===== config.mk =====
export PLATFORM = sky130hd
export DESIGN_NAME = term_writer
export DESIGN_NICKNAME = d
export VERILOG_FILES = /design/src/rtl/term_pkg.sv /design/src/rtl/term_writer.sv
export SDC_FILE = /design/constraint.sdc
export NUM_CORES = 1
export LEC_CHECK = 0
export BUFFER_PORTS_ARGS = -buffer_cell sky130_fd_sc_hd__buf_2
export CORE_ASPECT_RATIO = 2
export CORE_MARGIN = 2
export CORE_UTILIZATION = 60
export DETAILED_ROUTE_END_ITERATION = 16
export PLACE_DENSITY = 0.78
export SETUP_SLACK_MARGIN = 0.3
export SLEW_MARGIN = 20
export SYNTH_ARGS = -nofsm -noshare
export SYNTH_HDL_FRONTEND = slang
export SYNTH_SLANG_ARGS = --single-unit

===== constraint.sdc =====
create_clock -name clk100 -period 6.9 [get_ports clk100]
set_clock_uncertainty 0.2 [all_clocks]
set_input_delay 0.69 -clock clk100 [delete_from_list [all_inputs] [get_ports clk100]]
set_output_delay 0.69 -clock clk100 [all_outputs]
set_load 0.02 [all_outputs]

===== src/rtl/term_pkg.sv =====
// Shared constants, state encoding and row/address helpers for the text terminal writer.
// Latency: n/a (combinational helpers only).
// Backpressure: n/a.
package term_pkg;

  localparam int AW = 11;

  localparam logic [6:0]    COLS       = 7'd80;
  localparam logic [4:0]    ROWS       = 5'd25;
  localparam logic [7:0]    BLANK      = 8'h20;
  localparam logic [7:0]    BLANK_CODE = BLANK + 8'd1;

  localparam logic [AW-1:0] ROW_LAST  = {4'd0, COLS} - 11'd1;
  localparam logic [AW-1:0] CELL_LAST = AW'(int'(COLS) * int'(ROWS) - 1);

  localparam logic [7:0] CR = 8'h0D;
  localparam logic [7:0] LF = 8'h0A;
  localparam logic [7:0] BS = 8'h08;
  localparam logic [7:0] FF = 8'h0C;

  typedef enum logic [1:0] {
    CLR_ALL = 2'd0,
    IDLE    = 2'd1,
    CLR_ROW = 2'd2
  } state_t;

  // Logical row -> physical ring row; sum never exceeds 2*ROWS-2, so one subtract suffices.
  function automatic logic [4:0] phys_row(input logic [4:0] row, input logic [4:0] top);
    logic [5:0] s;
    s = {1'b0, row} + {1'b0, top};
    if (s >= {1'b0, ROWS}) s = s - {1'b0, ROWS};
    return s[4:0];
  endfunction

  // row*80 as shift-and-add.
  function automatic logic [AW-1:0] row_base(input logic [4:0] r);
    logic [AW-1:0] r_ext;
    r_ext = {6'd0, r};
    return (r_ext << 6) + (r_ext << 4);
  endfunction

endpackage


===== src/rtl/term_writer.sv =====
// Byte stream -> 80x25 index-RAM writer with cursor tracking and ring-row scrolling.
// Latency: accepted byte's write and cursor/top_row update appear one cycle after acceptance.
// Backpressure: in_ready low while a full-screen or single-row clear is running.
module term_writer
  import term_pkg::*;
(
  input  logic          clk100,
  input  logic          rst_n,
  input  logic          in_valid,
  input  logic [7:0]    in_data,
  output logic          in_ready,
  output logic          wr_en,
  output logic [AW-1:0] wr_addr,
  output logic [7:0]    wr_data,
  output logic [4:0]    top_row,
  output logic [AW-1:0] cursor_addr,
  output logic          busy
);

  state_t        state, state_d;
  logic [AW-1:0] clr_cnt, clr_cnt_d;
  logic [6:0]    col, col_d;
  logic [4:0]    row, row_d;
  logic [4:0]    top_d;
  logic [4:0]    old_top, old_top_d;
  logic          newline;

  logic          wr_en_d;
  logic [AW-1:0] wr_addr_d;
  logic [7:0]    wr_data_d;
  logic [AW-1:0] cursor_d;
  logic          ready_d;

  logic          accept;
  logic          printable;

  assign accept    = in_valid && in_ready;
  assign printable = (in_data >= 8'h20) && (in_data != 8'h7F);

  // State register.
  always_ff @(posedge clk100 or negedge rst_n) begin
    if (!rst_n) state <= CLR_ALL;
    else        state <= state_d;
  end

  // Next state plus cursor / ring bookkeeping.
  always_comb begin
    state_d   = state;
    clr_cnt_d = clr_cnt;
    col_d     = col;
    row_d     = row;
    top_d     = top_row;
    old_top_d = old_top;
    newline   = 1'b0;
    case (state)
      CLR_ALL: begin
        clr_cnt_d = clr_cnt + 11'd1;
        if (clr_cnt == CELL_LAST) begin
          state_d   = IDLE;
          clr_cnt_d = '0;
          col_d     = '0;
          row_d     = '0;
          top_d     = '0;
        end
      end
      CLR_ROW: begin
        clr_cnt_d = clr_cnt + 11'd1;
        if (clr_cnt == ROW_LAST) begin
          state_d   = IDLE;
          clr_cnt_d = '0;
        end
      end
      default: begin
        if (accept) begin
          if (printable) begin
            if (col == COLS - 7'd1) begin
              col_d   = '0;
              newline = 1'b1;
            end else begin
              col_d = col + 7'd1;
            end
          end else begin
            case (in_data)
              CR: col_d = '0;
              LF: begin
                col_d   = '0;
                newline = 1'b1;
              end
              BS: if (col != 7'd0) col_d = col - 7'd1;
              FF: begin
                // Address 0 is written in the accept cycle, so the counter resumes at 1.
                top_d     = '0;
                col_d     = '0;
                row_d     = '0;
                state_d   = CLR_ALL;
                clr_cnt_d = 11'd1;
              end
              default: ;
            endcase
          end
          if (newline) begin
            if (row != ROWS - 5'd1) begin
              row_d = row + 5'd1;
            end else begin
              old_top_d = top_row;
              top_d     = (top_row == ROWS - 5'd1) ? 5'd0 : top_row + 5'd1;
              state_d   = CLR_ROW;
              clr_cnt_d = '0;
            end
          end
        end
      end
    endcase
  end

  // Next values of the registered outputs.
  always_comb begin
    wr_en_d   = 1'b0;
    wr_addr_d = wr_addr;
    wr_data_d = wr_data;
    case (state)
      CLR_ALL: begin
        wr_en_d   = 1'b1;
        wr_addr_d = clr_cnt;
        wr_data_d = BLANK_CODE;
      end
      CLR_ROW: begin
        wr_en_d   = 1'b1;
        wr_addr_d = row_base(old_top) + clr_cnt;
        wr_data_d = BLANK_CODE;
      end
      default: begin
        if (accept && printable) begin
          wr_en_d   = 1'b1;
          wr_addr_d = cursor_addr;
          wr_data_d = in_data + 8'd1;
        end else if (accept && in_data == FF) begin
          wr_en_d   = 1'b1;
          wr_addr_d = '0;
          wr_data_d = BLANK_CODE;
        end
      end
    endcase
    // Ready only once IDLE has been held for a cycle, so it rises after the last clear write.
    ready_d  = (state == IDLE) && (state_d == IDLE);
    cursor_d = row_base(phys_row(row_d, top_d)) + {4'd0, col_d};
  end

  // Datapath and output registers.
  always_ff @(posedge clk100 or negedge rst_n) begin
    if (!rst_n) begin
      clr_cnt     <= '0;
      col         <= '0;
      row         <= '0;
      top_row     <= '0;
      old_top     <= '0;
      wr_en       <= 1'b0;
      wr_addr     <= '0;
      wr_data     <= '0;
      cursor_addr <= '0;
      in_ready    <= 1'b0;
      busy        <= 1'b1;
    end else begin
      clr_cnt     <= clr_cnt_d;
      col         <= col_d;
      row         <= row_d;
      top_row     <= top_d;
      old_top     <= old_top_d;
      wr_en       <= wr_en_d;
      wr_addr     <= wr_addr_d;
      wr_data     <= wr_data_d;
      cursor_addr <= cursor_d;
      in_ready    <= ready_d;
      busy        <= !ready_d;
    end
  end

endmodule


* Word-level counts from Yosys, hierarchy flattened
Index checks and enable logic that the tools add are counted.
** Operators by class
- $add $sub $neg :: 12
- Multiply operators :: 0
- Divide/modulo/power cells :: 0
- $lt $le $gt $ge :: 2
- Equality and inequality tests :: 13
- Shift operators :: 0
- Multiplexer cells :: 53
- Bitwise gates (word level) :: 2
- Reductions and logical operators :: 14
** Operator list (number)
- $mux W11 :: 9
- $mux W5 :: 14
- $pmux W11 S2 :: 2
- $mux W7 :: 5
- $eq A8 B4 Y1 const B :: 4
- $pmux W7 S2 :: 2
- $mux W8 :: 3
- $add A11 B9 Y11 :: 2
- $pmux W5 S2 :: 2
- $mux W2 :: 7
- $add A11 B1 Y11 const B :: 1
- $add A11 B11 Y11 :: 1
- $add A11 B7 Y11 :: 1
- $eq A11 B11 Y1 const B :: 1
- $eq A11 B7 Y1 const B :: 1
- $add A5 B1 Y5 const B :: 2
- $add A8 B1 Y8 const B :: 1
- $ge A8 B6 Y1 const B :: 1
- $mux W1 :: 8
- $ne A8 B7 Y1 const B :: 1
- $add A7 B1 Y7 const B :: 1
- $eq A7 B7 Y1 const B :: 1
- $reduce_bool A7 Y1 :: 1
- $sub A7 B1 Y7 const B :: 1
- 17 further kinds :: 24
** Storage, ports and cells
- Flip-flop bits (word level) :: 68
- Latch bits :: 0
- Memory bits (writable) :: 0
- Bits in read-only memories :: 0
- Bits of input ports :: 11
- Output and inout port bits :: 38
- Word-level logic and storage cells :: 108
- Memories kept :: 0

* Logic depth before layout (Yosys ltp)
Gate-level depths: netlist of run 1.
- Word-level depth :: 13
- Mapped depth :: 25
- Mapped depth without buffers :: 25

* Worst setup path before layout of run 1
No wires, ideal clock.
- Path type :: input to register
- Start :: input port in_data[0]
- End :: register cursor_addr[10]
- Library setup time :: 80 ps
- Data arrival time :: 5293 ps
- Data required time :: 6620 ps
- Setup slack :: 1327 ps
- Stages on the path :: 24
- Path buffers :: 0
- Cell sequence :: ha_1 > nand2_1 > o31a_1 > a32oi_4 > nor3_4 > nand2_1 > o21ai_1 > ha_1 > inv_1 > fa_1 > nor2b_1 > o21a_1 > nor3_1 > or4_1 > o21bai_2 > xnor2_1 > fa_1 > ha_1 > a21oi_1 > nor2b_1 > o21ai_0 > nand2b_1 > a21oi_1 > xnor2_1
** Between the ends
- Cells in the longest elaborated chain, start to end :: 13
- Elaborated cells on any way between the ends :: 34
- Those cells by class :: add/sub: 4; order compare: 2; eq/ne: 5; mux: 21; reduce/logical: 2
** Ends and longest elaborated chain
- from (decl) :: RTL line term_writer.sv:10 : input logic [7:0] in_data,
- $ge A8 B6 Y1 (tied with other cells) :: RTL line term_writer.sv:38 : assign printable = (in_data >= 8'h20) && (in_data != 8'h7F);
- $logic_and A1 B1 Y1 / $mux W1 (equally long branches) :: RTL line term_writer.sv:38, term_writer.sv:83
- $mux W1 :: RTL line term_writer.sv:75 : if (printable) begin
- $mux W1 :: RTL line term_writer.sv:74 : if (accept) begin
- $mux W1 :: RTL line term_writer.sv:55 : case (state)
- $mux W5 * :: RTL line term_writer.sv:101 : if (newline) begin
- $mux W5 * :: RTL line term_writer.sv:74
- $pmux W5 S2 * :: RTL line term_writer.sv:55
- net top_d[0] :: RTL line term_writer.sv:24 : logic [4:0] top_d;
- $add A5 B5 Y6 * :: RTL line term_pkg.sv:30 : s = {1'b0, row} + {1'b0, top};
- $sub A5 B5 Y5 / $ge A6 B5 Y1 (equally long branches) :: RTL line term_pkg.sv:31 : if (s >= {1'b0, ROWS}) s = s - {1'b0, ROWS};
- $mux W5 * :: RTL line term_pkg.sv:31
- $add A11 B9 Y11 * :: RTL line term_pkg.sv:39 : return (r_ext << 6) + (r_ext << 4);
- $add A11 B7 Y11 * :: RTL line term_writer.sv:146 : cursor_d = row_base(phys_row(row_d, top_d)) + {4'd0, col_d};
- net cursor_d[10] :: RTL line term_writer.sv:31 : logic [AW-1:0] cursor_d;
- to (signal assigned) :: RTL line term_writer.sv:172 : cursor_addr <= cursor_d;
- to (decl) :: RTL line term_writer.sv:16 : output logic [AW-1:0] cursor_addr,
The timed path passes the listed nets; every way through them passes the cells marked *. The select of a mux whose other input is x is not followed.
A chain may end at the register's enable or synchronous reset.

* Final worst setup path of run 1
- Start :: register clr_cnt[0]
- End :: register cursor_addr[10]
** Between the ends
- Cells in the longest elaborated chain, start to end :: 8
- Elaborated cells on any way between the ends :: 13
- Those cells by class :: add/sub: 4; order compare: 1; eq/ne: 1; mux: 7
** Ends and longest elaborated chain
- from (decl) :: RTL line term_writer.sv:21 : logic [AW-1:0] clr_cnt, clr_cnt_d;
- from (signal assigned) :: RTL line term_writer.sv:164 : clr_cnt <= clr_cnt_d;
- $eq A11 B11 Y1 * :: RTL line term_writer.sv:58 : if (clr_cnt == CELL_LAST) begin
- $mux W5 * :: RTL line term_writer.sv:58
- $pmux W5 S2 * :: RTL line term_writer.sv:55
- net top_d[0] :: RTL line term_writer.sv:24
- $add A5 B5 Y6 * :: RTL line term_pkg.sv:30
- $sub A5 B5 Y5 / $ge A6 B5 Y1 (equally long branches) :: RTL line term_pkg.sv:31
- $mux W5 * :: RTL line term_pkg.sv:31
- $add A11 B9 Y11 * :: RTL line term_pkg.sv:39
- $add A11 B7 Y11 * :: RTL line term_writer.sv:146
- net cursor_d[10] :: RTL line term_writer.sv:31
The timed path passes the listed nets; every way through them passes the cells marked *.

==> flow_summary.toml, run 1 <==
[critical_path]
slowest_stage = "nor2b_1"
reg2reg_slack_ns = 0.78
rr_endpoint = "cursor_addr[10]$_DFF_PN0_"
cp-end-kind = "register"
worst-r2r-cell-count = 24
worstSetupPathType = "reg -> reg"
cp_max_fo = 8
rr_startpoint = "clr_cnt[0]$_DFFE_PN0P_"
slowest_delay_ns = 0.58
setup.worst_path.end = "cursor_addr[10]$_DFF_PN0_"
critPathLaunch = "clr_cnt[0]$_DFFE_PN0P_"
path_delay_family = "simple AND/OR/NAND/NOR gates"
cp-start-kind = "register"
required_ns = 6.95
crit_cells = 24
path_buf_inv = 1
path_cells = "ha_1 > nand3_1 > nor4_2 > nor2b_1 > a21oi_1 > nand2_1 > o21ai_1 > ha_1 > inv_1 > fa_1 > nor2b_1 > o21a_1 > o21a_1 > or4_1 > o21bai_2 > xnor2_1 > fa_1 > ha_1 > a21oi_1 > nor2b_1 > o21ai_0 > nand2b_1 > a21oi_1 > xnor2_1"
cp.arrival_ns = 6.17

[sta]
fmax_mhz = 163
worstMarginPinSlew_ns = 1.01
fin_crit_sh_pct = 88.7
hold_ws_ns = 0.296
rsz0062_at_grt = "no"
setup_viol = 0
slew_viol_final = 0
slew_headroom_pct = 32.4
fin_setup_tns_ns = 0
hold_viol = 0
period_needed_ns = 6.12
setup_ws_ns = 0.780

[power]
fin_total_pwr_mw = 1.52
p_leak_nw = 2.44
ir_worst_vdd_mv = 0.207
power.density_nw_per_um2 = 297

[clock_network]
clkLatencyLatePin_ns = 0.33
cts_tree = "yes"
clk_path_buf_depth = 2
cts-root-buf = "clkbuf_16"
cts_resized = 0
cts.clk_slew.worst_paths_ns = 0.06
postCtsSetupBuffers = 0
cts.htree.levels = 3
numCtsBuffers = 9
cts_hold_buf = 0
clock_sinks = 64

[logic_synthesis]
mappedNetlistNets = 531
synth-seq-area-share_pct = 35.6
muxShareOfSynthArea_pct = 3.25
synth_top_area_share_pct = 35.0
synthCells = 477
syn-cell-area_sq_um = 4510
async_flop_share_pct = 100
synth_top_family_by_area = "compound AO/OA/AOI/OAI gates"
synth.area.top_cells = "dfrtp_1 35%, ha_1 10%, nand2_1 3.2%, nor2_1 3.2%, a21oi_1 3.1%"
syn_area_per_cell_sq_um = 9.45
synth_compound_area_share_pct = 21.1
ys.flop_type = "dfrtp_1"
synth_cell_type_count = 74
ys_seq_elements = 64
synthAdderAreaFrac_pct = 13.1
synth_xor_area_share_pct = 3.69
synth_warnings = 0
synthSimpleGateAreaFrac_pct = 18.9
synth_area_leader_cell = "dfrtp_1"
synth_edf_count = 0

[global_routing]
gr-usage-all-layers_pct = 30.3
grt_start_max_net_pins = 65
antenna_found_initial = 0
grt_pass1_vias = 3978
gr-total-overflow = 0
grt_pass1_wl_um = 19200

[route]
firstDrtPassIters = 5
wl_per_cell_um = 19.0
routed_wl_um = 11700
num_vias = 3927
drt-initial-drc-count = 301
drc = 0
avgViaCountPerCell = 6.35
ant_nets = 0

[placement]
placed_cell_area_sq_um = 4790
hpwl_um = 8590
routabilityCongestion = 0.923
place_inst = 602
io_buffers = 48
place_worst_setup_slack_ns = 0.657

[status]
outcome = "finished clean"

[floorplanning]
die_area_sq_um = 8260
start_util_pct = 62.0
die_w_um = 65.3
row_count = 44
pin_count = 49
core_area_sq_um = 7270
fp.dieH_um = 127

[layout]
final_util_pct = 70.7
drive_gt1_share_pct = 17.7
final_nets = 575
fin_cells = 618
syn_to_final_growth_pct = 14.0
design_area_sq_um = 5140
n_antenna_cell = 0

[worst_hold_path]
hold_class = "reg -> reg"

[run]
drv_cap = 0
-- sequential cells by signal (all words and copies together) (netlist names), named ones only --
| register | flops |
|---|---|
| busy | 1 |
| clr_cnt | 11 |
| col | 3 |
| cursor_addr | 7 |
| in_ready | 1 |
| old_top | 5 |
| row | 5 |
| state | 2 |
| top_row | 5 |
| wr_addr | 11 |
| wr_data | 8 |
| wr_en | 1 |
-- final cells by class --
class / instances / area (sq um)
clock buffer: 9 / 225
clock inverter: 7 / 120
fill: 596 / 2130
inverter: 27 / 101
multi-input combinational: 367 / 2710
sequential: 64 / 1600
tap: 92 / 115
timing repair buffer: 52 / 270
-- power by group --
group	internal [mW]	total, mW	switching, mW
Clock	0.353	0.525	0.172
Combinational	0.172	0.439	0.266
Sequential	0.451	0.560	0.109
Total	0.976	1.52	0.548
-- worst register-to-register path, delay by kind of cell, from the launching register on --
family          cells  cell delay [ns]
flops               1             0.43
fa+ha+maj           5             1.48
xor+xnor            2             0.36
buf+inv             1             0.08
simple gates        8             2.10
compound gates      8             1.40
-- cells in the final DEF (no fill, tap or decap), types with 9 or more instances in the layout --
cell and count:
dfrtp_1 63, nor2_1 38, nand2_1 39, o21ai_1 19, nand3_1 20, inv_1 25, xnor2_1 15, a21oi_1 28
buf_2 48, ha_1 36, o21ai_0 14, clkbuf_16 9
-- kinds of logic (layout without fill, tap and decap cells) --
logic type,count (synthesis),after routing
flip-flops,64,64
AO/OA/AOI/OAI,135,135
XOR/XNOR,19,19
AND/OR/NAND/NOR,158,158
buffers and inverters,46,95
multiplexers,12,12
adder cells (fa/ha/maj),43,43
-- cells in the mapped netlist (all sizes together) (7+ instances only) --
cell and n:
nor2 40, nor2b 8, nand2 39, nand3 20
a31oi 7, a221o 7, nor3 9, dfrtp 63
o21ai 33, ha 36, xnor2 15, fa 7
nand2b 8, a21oi 28, buf 13, inv 27
-- worst min path at each step --
stage / startpoint / end / cells after the start
detailed placement: wr_data[6]$_DFFE_PN0P_ / wr_data[6]$_DFFE_PN0P_ / 2
CTS: wr_data[6]$_DFFE_PN0P_ / wr_data[6]$_DFFE_PN0P_ / 2
floorplan: rst_n / async pin / 0
global placement: wr_data[6]$_DFFE_PN0P_ / wr_data[6]$_DFFE_PN0P_ / 2
global route: wr_data[4]$_DFFE_PN0P_ / wr_data[4]$_DFFE_PN0P_ / 1
finish: wr_data[6]$_DFFE_PN0P_ / wr_data[6]$_DFFE_PN0P_ / 2
-- per-layer routing --
layer | up-vias | wire length [um] | GRT usage, %
met4 | 0 | 612 | 17.4
met5 | - | 0 | 0
li1 | 1832 | - | -
met2 | 174 | 6280 | 53.8
met3 | 40 | 587 | 5.05
met1 | 1881 | 4240 | 32.9
(Power assumes the default switching activity.)
==> inputs of run 2 (changes only) <==
GPL_TIMING_DRIVEN = 0   (was default)
==> run 2 against run 1 <==
Effect of this change:
- die area unchanged
- critical path type is now in -> reg
- clock-buffer cell count stayed put
- worst hold slack lost 0.28 ns
- largest power group unchanged
- routed wire length increased by 2.5%
- core utilization increased by 1.0 points
- critical path depth rose by 1
- first-iteration DRC count decreased by 11%
- cell area rose by 1.4%
- fmax decreased by 0.18%
- register-to-register slack improved by 0.02 ns
- global-route usage is 1.6 points higher
- non-clock buffer count increased by 17
==> flow_summary.toml, run 2 (synthesis gave the netlist of run 1 again) <==
[floorplanning]
fp.dieH_um = 127
die_w_um = 65.3
pin_count = 49
die_area_sq_um = 8260
core_area_sq_um = 7270
row_count = 44
start_util_pct = 62.0

[sta]
rsz0062_at_grt = "no"
fin_crit_sh_pct = 88.9
fin_setup_tns_ns = 0
setup_viol = 0
slew_headroom_pct = 30.2
setup_ws_ns = 0.769
worstMarginPinSlew_ns = 1.04
period_needed_ns = 6.13
fmax_mhz = 163
hold_ws_ns = 0.0162
hold_viol = 0
slew_viol_final = 0

[global_routing]
grt_start_max_net_pins = 49
gr-total-overflow = 0
gr-usage-all-layers_pct = 31.9
grt_pass1_vias = 4176
grt_pass1_wl_um = 20100
antenna_found_initial = 0

[run]
drv_cap = 0

[power]
p_leak_nw = 2.48
internal_power_mw = 0.922
power.density_nw_per_um2 = 284
pwr-share-seq_pct = 37.4
ir_worst_vdd_mv = 0.234
p_clk_share_pct = 31.5
fin_total_pwr_mw = 1.48
combPwrFrac_pct = 31.1
p_sw_mw = 0.561
swShare_pct = 37.8

[route]
wl_per_cell_um = 18.9
drt-initial-drc-count = 268
firstDrtPassIters = 5
drc = 0
num_vias = 4000
avgViaCountPerCell = 6.30
routed_wl_um = 12000
ant_nets = 0

[placement]
place_worst_setup_slack_ns = 0.380
placed_cell_area_sq_um = 4890
hpwl_um = 9170
io_buffers = 47
routabilityCongestion = 0.923

[critical_path]
worstSetupPathType = "in -> reg"
slowest_stage = "or4_1"
cp-start-kind = "input pin"
cp-end-kind = "register"
cp_max_fo = 9
required_ns = 6.94
path_buf_inv = 2
cp.arrival_ns = 6.18
path_delay_family = "compound AO/OA/AOI/OAI gates"
slowest_delay_ns = 0.52

[layout]
fillers = 600
final_cell_mix = "63 x dfrtp_1, 53 x buf_2, 39 x nand2_1"
design_area_sq_um = 5210
mostFrequentLayoutCell = "dfrtp_1"
largest_registers = "clr_cnt (11), wr_addr (11), wr_data (8)"
syn_to_final_growth_pct = 15.7
n_antenna_cell = 0
drive_gt1_share_pct = 19.0
final_nets = 592

[clock_network]
clock_sinks = 64
clk_path_buf_depth = 2
clkLatencyLatePin_ns = 0.34
cts_tree = "yes"
cts.clk_slew.worst_paths_ns = 0.06
cts-root-buf = "clkbuf_16"
cts.htree.levels = 3
numCtsBuffers = 9

[status]
outcome = "finished clean"

[worst_hold_path]
hold_class = "in -> async"
-- run 2: what timing repair did --
action | 4_1_cts | 5_1_grt
hold buffers | 0 | 0
endpoints found under the setup margin | 0 | 1
endpoints found under the hold margin | 0 | 0
resized for setup | 0 | 1
buffers inserted | 0 | 2
-- run 2: metal layers --
metal | global-route usage [%] | wire [um] | vias to the layer above
li1 | - | - | 1865
met1 | 34.4 | 4300 | 1938
met2 | 55.8 | 6410 | 145
met3 | 5.23 | 526 | 52
met4 | 20.3 | 775 | 0
met5 | 0 | 0 | -
-- run 2: layout make-up --
class | count | area, sq um | area share [%]
multi-input combinational | 367 | 2710 | 52.0
sequential | 64 | 1600 | 30.7
timing repair buffer | 50 | 280 | 5.38
clock buffer | 9 | 225 | 4.32
tap | 92 | 115 | 2.21
inverter | 27 | 101 | 1.94
buffer | 19 | 98.8 | 1.90
clock inverter | 7 | 78.8 | 1.51
-- run 2: power by group through the flow --
stage          Combinational (mW)  Clock, mW  Sequential [mW]
6_report                    0.461      0.466            0.555
5_1_grt                     0.512      0.487            0.566
4_1_cts                     0.462      0.470            0.553
3_5_place_dp                0.459          0            0.557
3_3_place_gp                0.437          0            0.555
2_1_floorplan               0.283          0            0.569
-- run 2: worst paths after layout --
check	start	end	slack (ns)	cells past startpoint
worst min register to register	wr_data[7]$_DFFE_PN0P_	wr_data[7]$_DFFE_PN0P_	0.30	1
worst min-delay path	rst_n	wr_data[0]$_DFFE_PN0P_	0.02	1
worst max register to register	register	cursor_addr[10]$_DFF_PN0_	0.80	23
worst max-delay path	in_data[0]	cursor_addr[10]$_DFF_PN0_	0.77	25
max in group asynchronous	rst_n	busy$_DFF_PN1_	5.93	2
min in group clk100	wr_data[7]$_DFFE_PN0P_	wr_data[7]$_DFFE_PN0P_	0.30	1
-- run 2: metrics by stage --
step                util [%]  cells
finish                  71.7    635
detailed placement      67.3    617
CTS                     71.5    633
global route            71.7    635
global placement        66.9    616
floorplan                  -    477
==> inputs of run 3 (changes only) <==
RECOVER_POWER = 100   (was default)
SKIP_LAST_GASP = 1   (was default)
==> run 3 against run 2 <==
Effect of this change:
- the flow now finishes with violations (capacitance limit, slew limit)
- sequential power is essentially flat
- first-iteration DRC count grew 28%
- core utilization fell by 1.8 points
- critical path depth is 1 lower
- cell count is the same
- die area unchanged
- fmax decreased by 1.7%
- routed wire length is 0.60% higher
- total power shrank 1.2%
- via count rose by 0.10%
- global-route usage unchanged
- non-clock buffer count is the same
- critical endpoint unchanged
- largest cell class unchanged
==> flow_summary.toml, run 3 (synthesis gave the netlist of run 1 again) <==
[status]
outcome = "finished, violations left"
violations = "capacitance limit, slew limit"

[floorplanning]
row_count = 44
pin_count = 49
start_util_pct = 62.0
fp.dieH_um = 127
die_area_sq_um = 8260
die_w_um = 65.3
core_area_sq_um = 7270

[power]
p_leak_nw = 2.31
power.density_nw_per_um2 = 288
ir_worst_vdd_mv = 0.237

[critical_path]
slowest_delay_ns = 0.55
cp-start-kind = "register"
slowest_stage = "dfrtp_1"
required_ns = 6.95
rr_endpoint = "cursor_addr[10]$_DFF_PN0_"
path_cells = "ha_1 > and3_1 > and3_1 > a32oi_4 > nor3_1 > nand2_1 > o21ai_1 > ha_1 > inv_1 > fa_1 > nor2b_1 > o21a_1 > nor3_1 > or4_1 > o21bai_2 > xnor2_1 > fa_1 > ha_1 > a21oi_1 > nor2b_1 > o21ai_0 > nand2b_1 > a21oi_1 > xnor2_1"
cp.arrival_ns = 6.29
worst-r2r-cell-count = 24
cp_max_fo = 8
cp-end-kind = "register"
worstSetupPathType = "reg -> reg"
reg2reg_slack_ns = 0.66
crit_top_cell = "ha_1"

[layout]
mostFrequentLayoutCell = "dfrtp_1"
final_cell_mix = "63 x dfrtp_1, 48 x clkbuf_1, 39 x nand2_1, 39 x nor2_1, 36 x ha_1"
final_nets = 592
fin_cells = 635
drive_gt1_share_pct = 9.58
largest_registers = "clr_cnt (11), wr_addr (11), wr_data (8)"
syn_to_final_growth_pct = 12.7
n_antenna_cell = 0
regArea_sq_um = 1600
multi_input_area_sq_um = 2660
fillers = 629

[placement]
place_inst = 617
routabilityCongestion = 0.923
io_buffers = 47
hpwl_um = 9170
place_worst_setup_slack_ns = 0.380

[sta]
setup_ws_ns = 0.661
setup_viol = 0
fin_crit_sh_pct = 90.4
fmax_mhz = 160
rsz0062_at_grt = "no"
fin_setup_tns_ns = 0
slew_headroom_pct = -76.0
slew_viol_final = 49
hold_viol = 0
period_needed_ns = 6.24
worstMarginPinSlew_ns = 2.64

[clock_network]
clk_path_buf_depth = 2
cts_hold_buf = 0
cts.htree.levels = 3
cts.clk_slew.worst_paths_ns = 0.06
cts_tree = "yes"
cts-root-buf = "clkbuf_16"
clkLatencyLatePin_ns = 0.34
numCtsBuffers = 9
clock_sinks = 64

[run]
drv_cap = 1

[route]
drt-initial-drc-count = 343
avgViaCountPerCell = 6.31
firstDrtPassIters = 4
wl_per_cell_um = 19.0
routed_wl_um = 12100
num_vias = 4004
drc = 0
ant_nets = 0

[global_routing]
gr-total-overflow = 0
grt_start_max_net_pins = 49
gr-usage-all-layers_pct = 31.9
antenna_found_initial = 0
grt_pass1_wl_um = 20100
grt_pass1_vias = 4176

[worst_hold_path]
hold_class = "in -> async"
run 3: cell count changes in the layout (fill, tap and decap cells not counted), sizes merged:
cell,delta
buf,-46
clkbuf,+46
run 3: area by class of cell:
type / count / area share (%)
multi-input combinational: 367 / 52.4
sequential: 64 / 31.6
clock buffer: 9 / 4.43
timing repair buffer: 50 / 4.04
tap: 92 / 2.27
inverter: 27 / 2.00
buffer: 19 / 1.80
clock inverter: 7 / 1.55
run 3: worst max path at each step:
| stage | end | cells after the start | start | slack (ns) |
|---|---|---|---|---|
| finish | cursor_addr[10]$_DFF_PN0_ | 24 | register | 0.66 |
| global route | cursor_addr[10]$_DFF_PN0_ | 24 | register | 0.19 |
| CTS | cursor_addr[10]$_DFF_PN0_ | 24 | register | 0.66 |
| detailed placement | cursor_addr[10]$_DFF_PN0_ | 25 | in_data[0] | 0.38 |
| global placement | cursor_addr[10]$_DFF_PN0_ | 25 | in_data[0] | 0.52 |
| floorplan | cursor_addr[10]$_DFF_PN0_ | 24 | in_data[0] | 1.33 |
run 3: repair_timing:
action,4_1_cts,5_1_grt
endpoints found under the setup margin,0,1
setup buffers,0,2
resized for setup,0,1
run 3: report_power, final:
part | total [mW] | switching (mW) | internal, mW | leakage [nW]
registers | 0.556 | 0.105 | 0.451 | 0.827
clock network | 0.467 | 0.184 | 0.283 | 0.139
logic | 0.442 | 0.270 | 0.172 | 1.35
total | 1.47 | 0.559 | 0.906 | 2.31
run 3: layer usage:
| layer | up-vias | GRT usage (%) | wire length, um |
|---|---|---|---|
| li1 | 1861 | - | - |
| met1 | 1944 | 34.4 | 4370 |
| met2 | 156 | 55.8 | 6570 |
| met3 | 43 | 5.23 | 533 |
| met4 | 0 | 20.3 | 617 |
| met5 | - | 0 | 0 |
run 3: per-stage QoR:
step	hold WS, ns	util, %	total power, mW	cell area (sq um)
finish	0.253	69.9	1.47	5080
global route	0.323	69.9	1.55	5080
CTS	0.0250	71.5	1.48	5190
detailed placement	0.288	67.3	1.02	4890
global placement	0.269	66.9	0.992	4860
floorplan	0.194	-	0.852	4510
run 3: worst max-delay path, delay by kind of cell, from the launching register on:
kind | cells | cell delay [ns]
simple gates | 9 | 2.10
fa+ha+maj | 5 | 1.73
compound gates | 7 | 1.14
flops | 1 | 0.55
xor+xnor | 2 | 0.37
buf+inv | 1 | 0.07
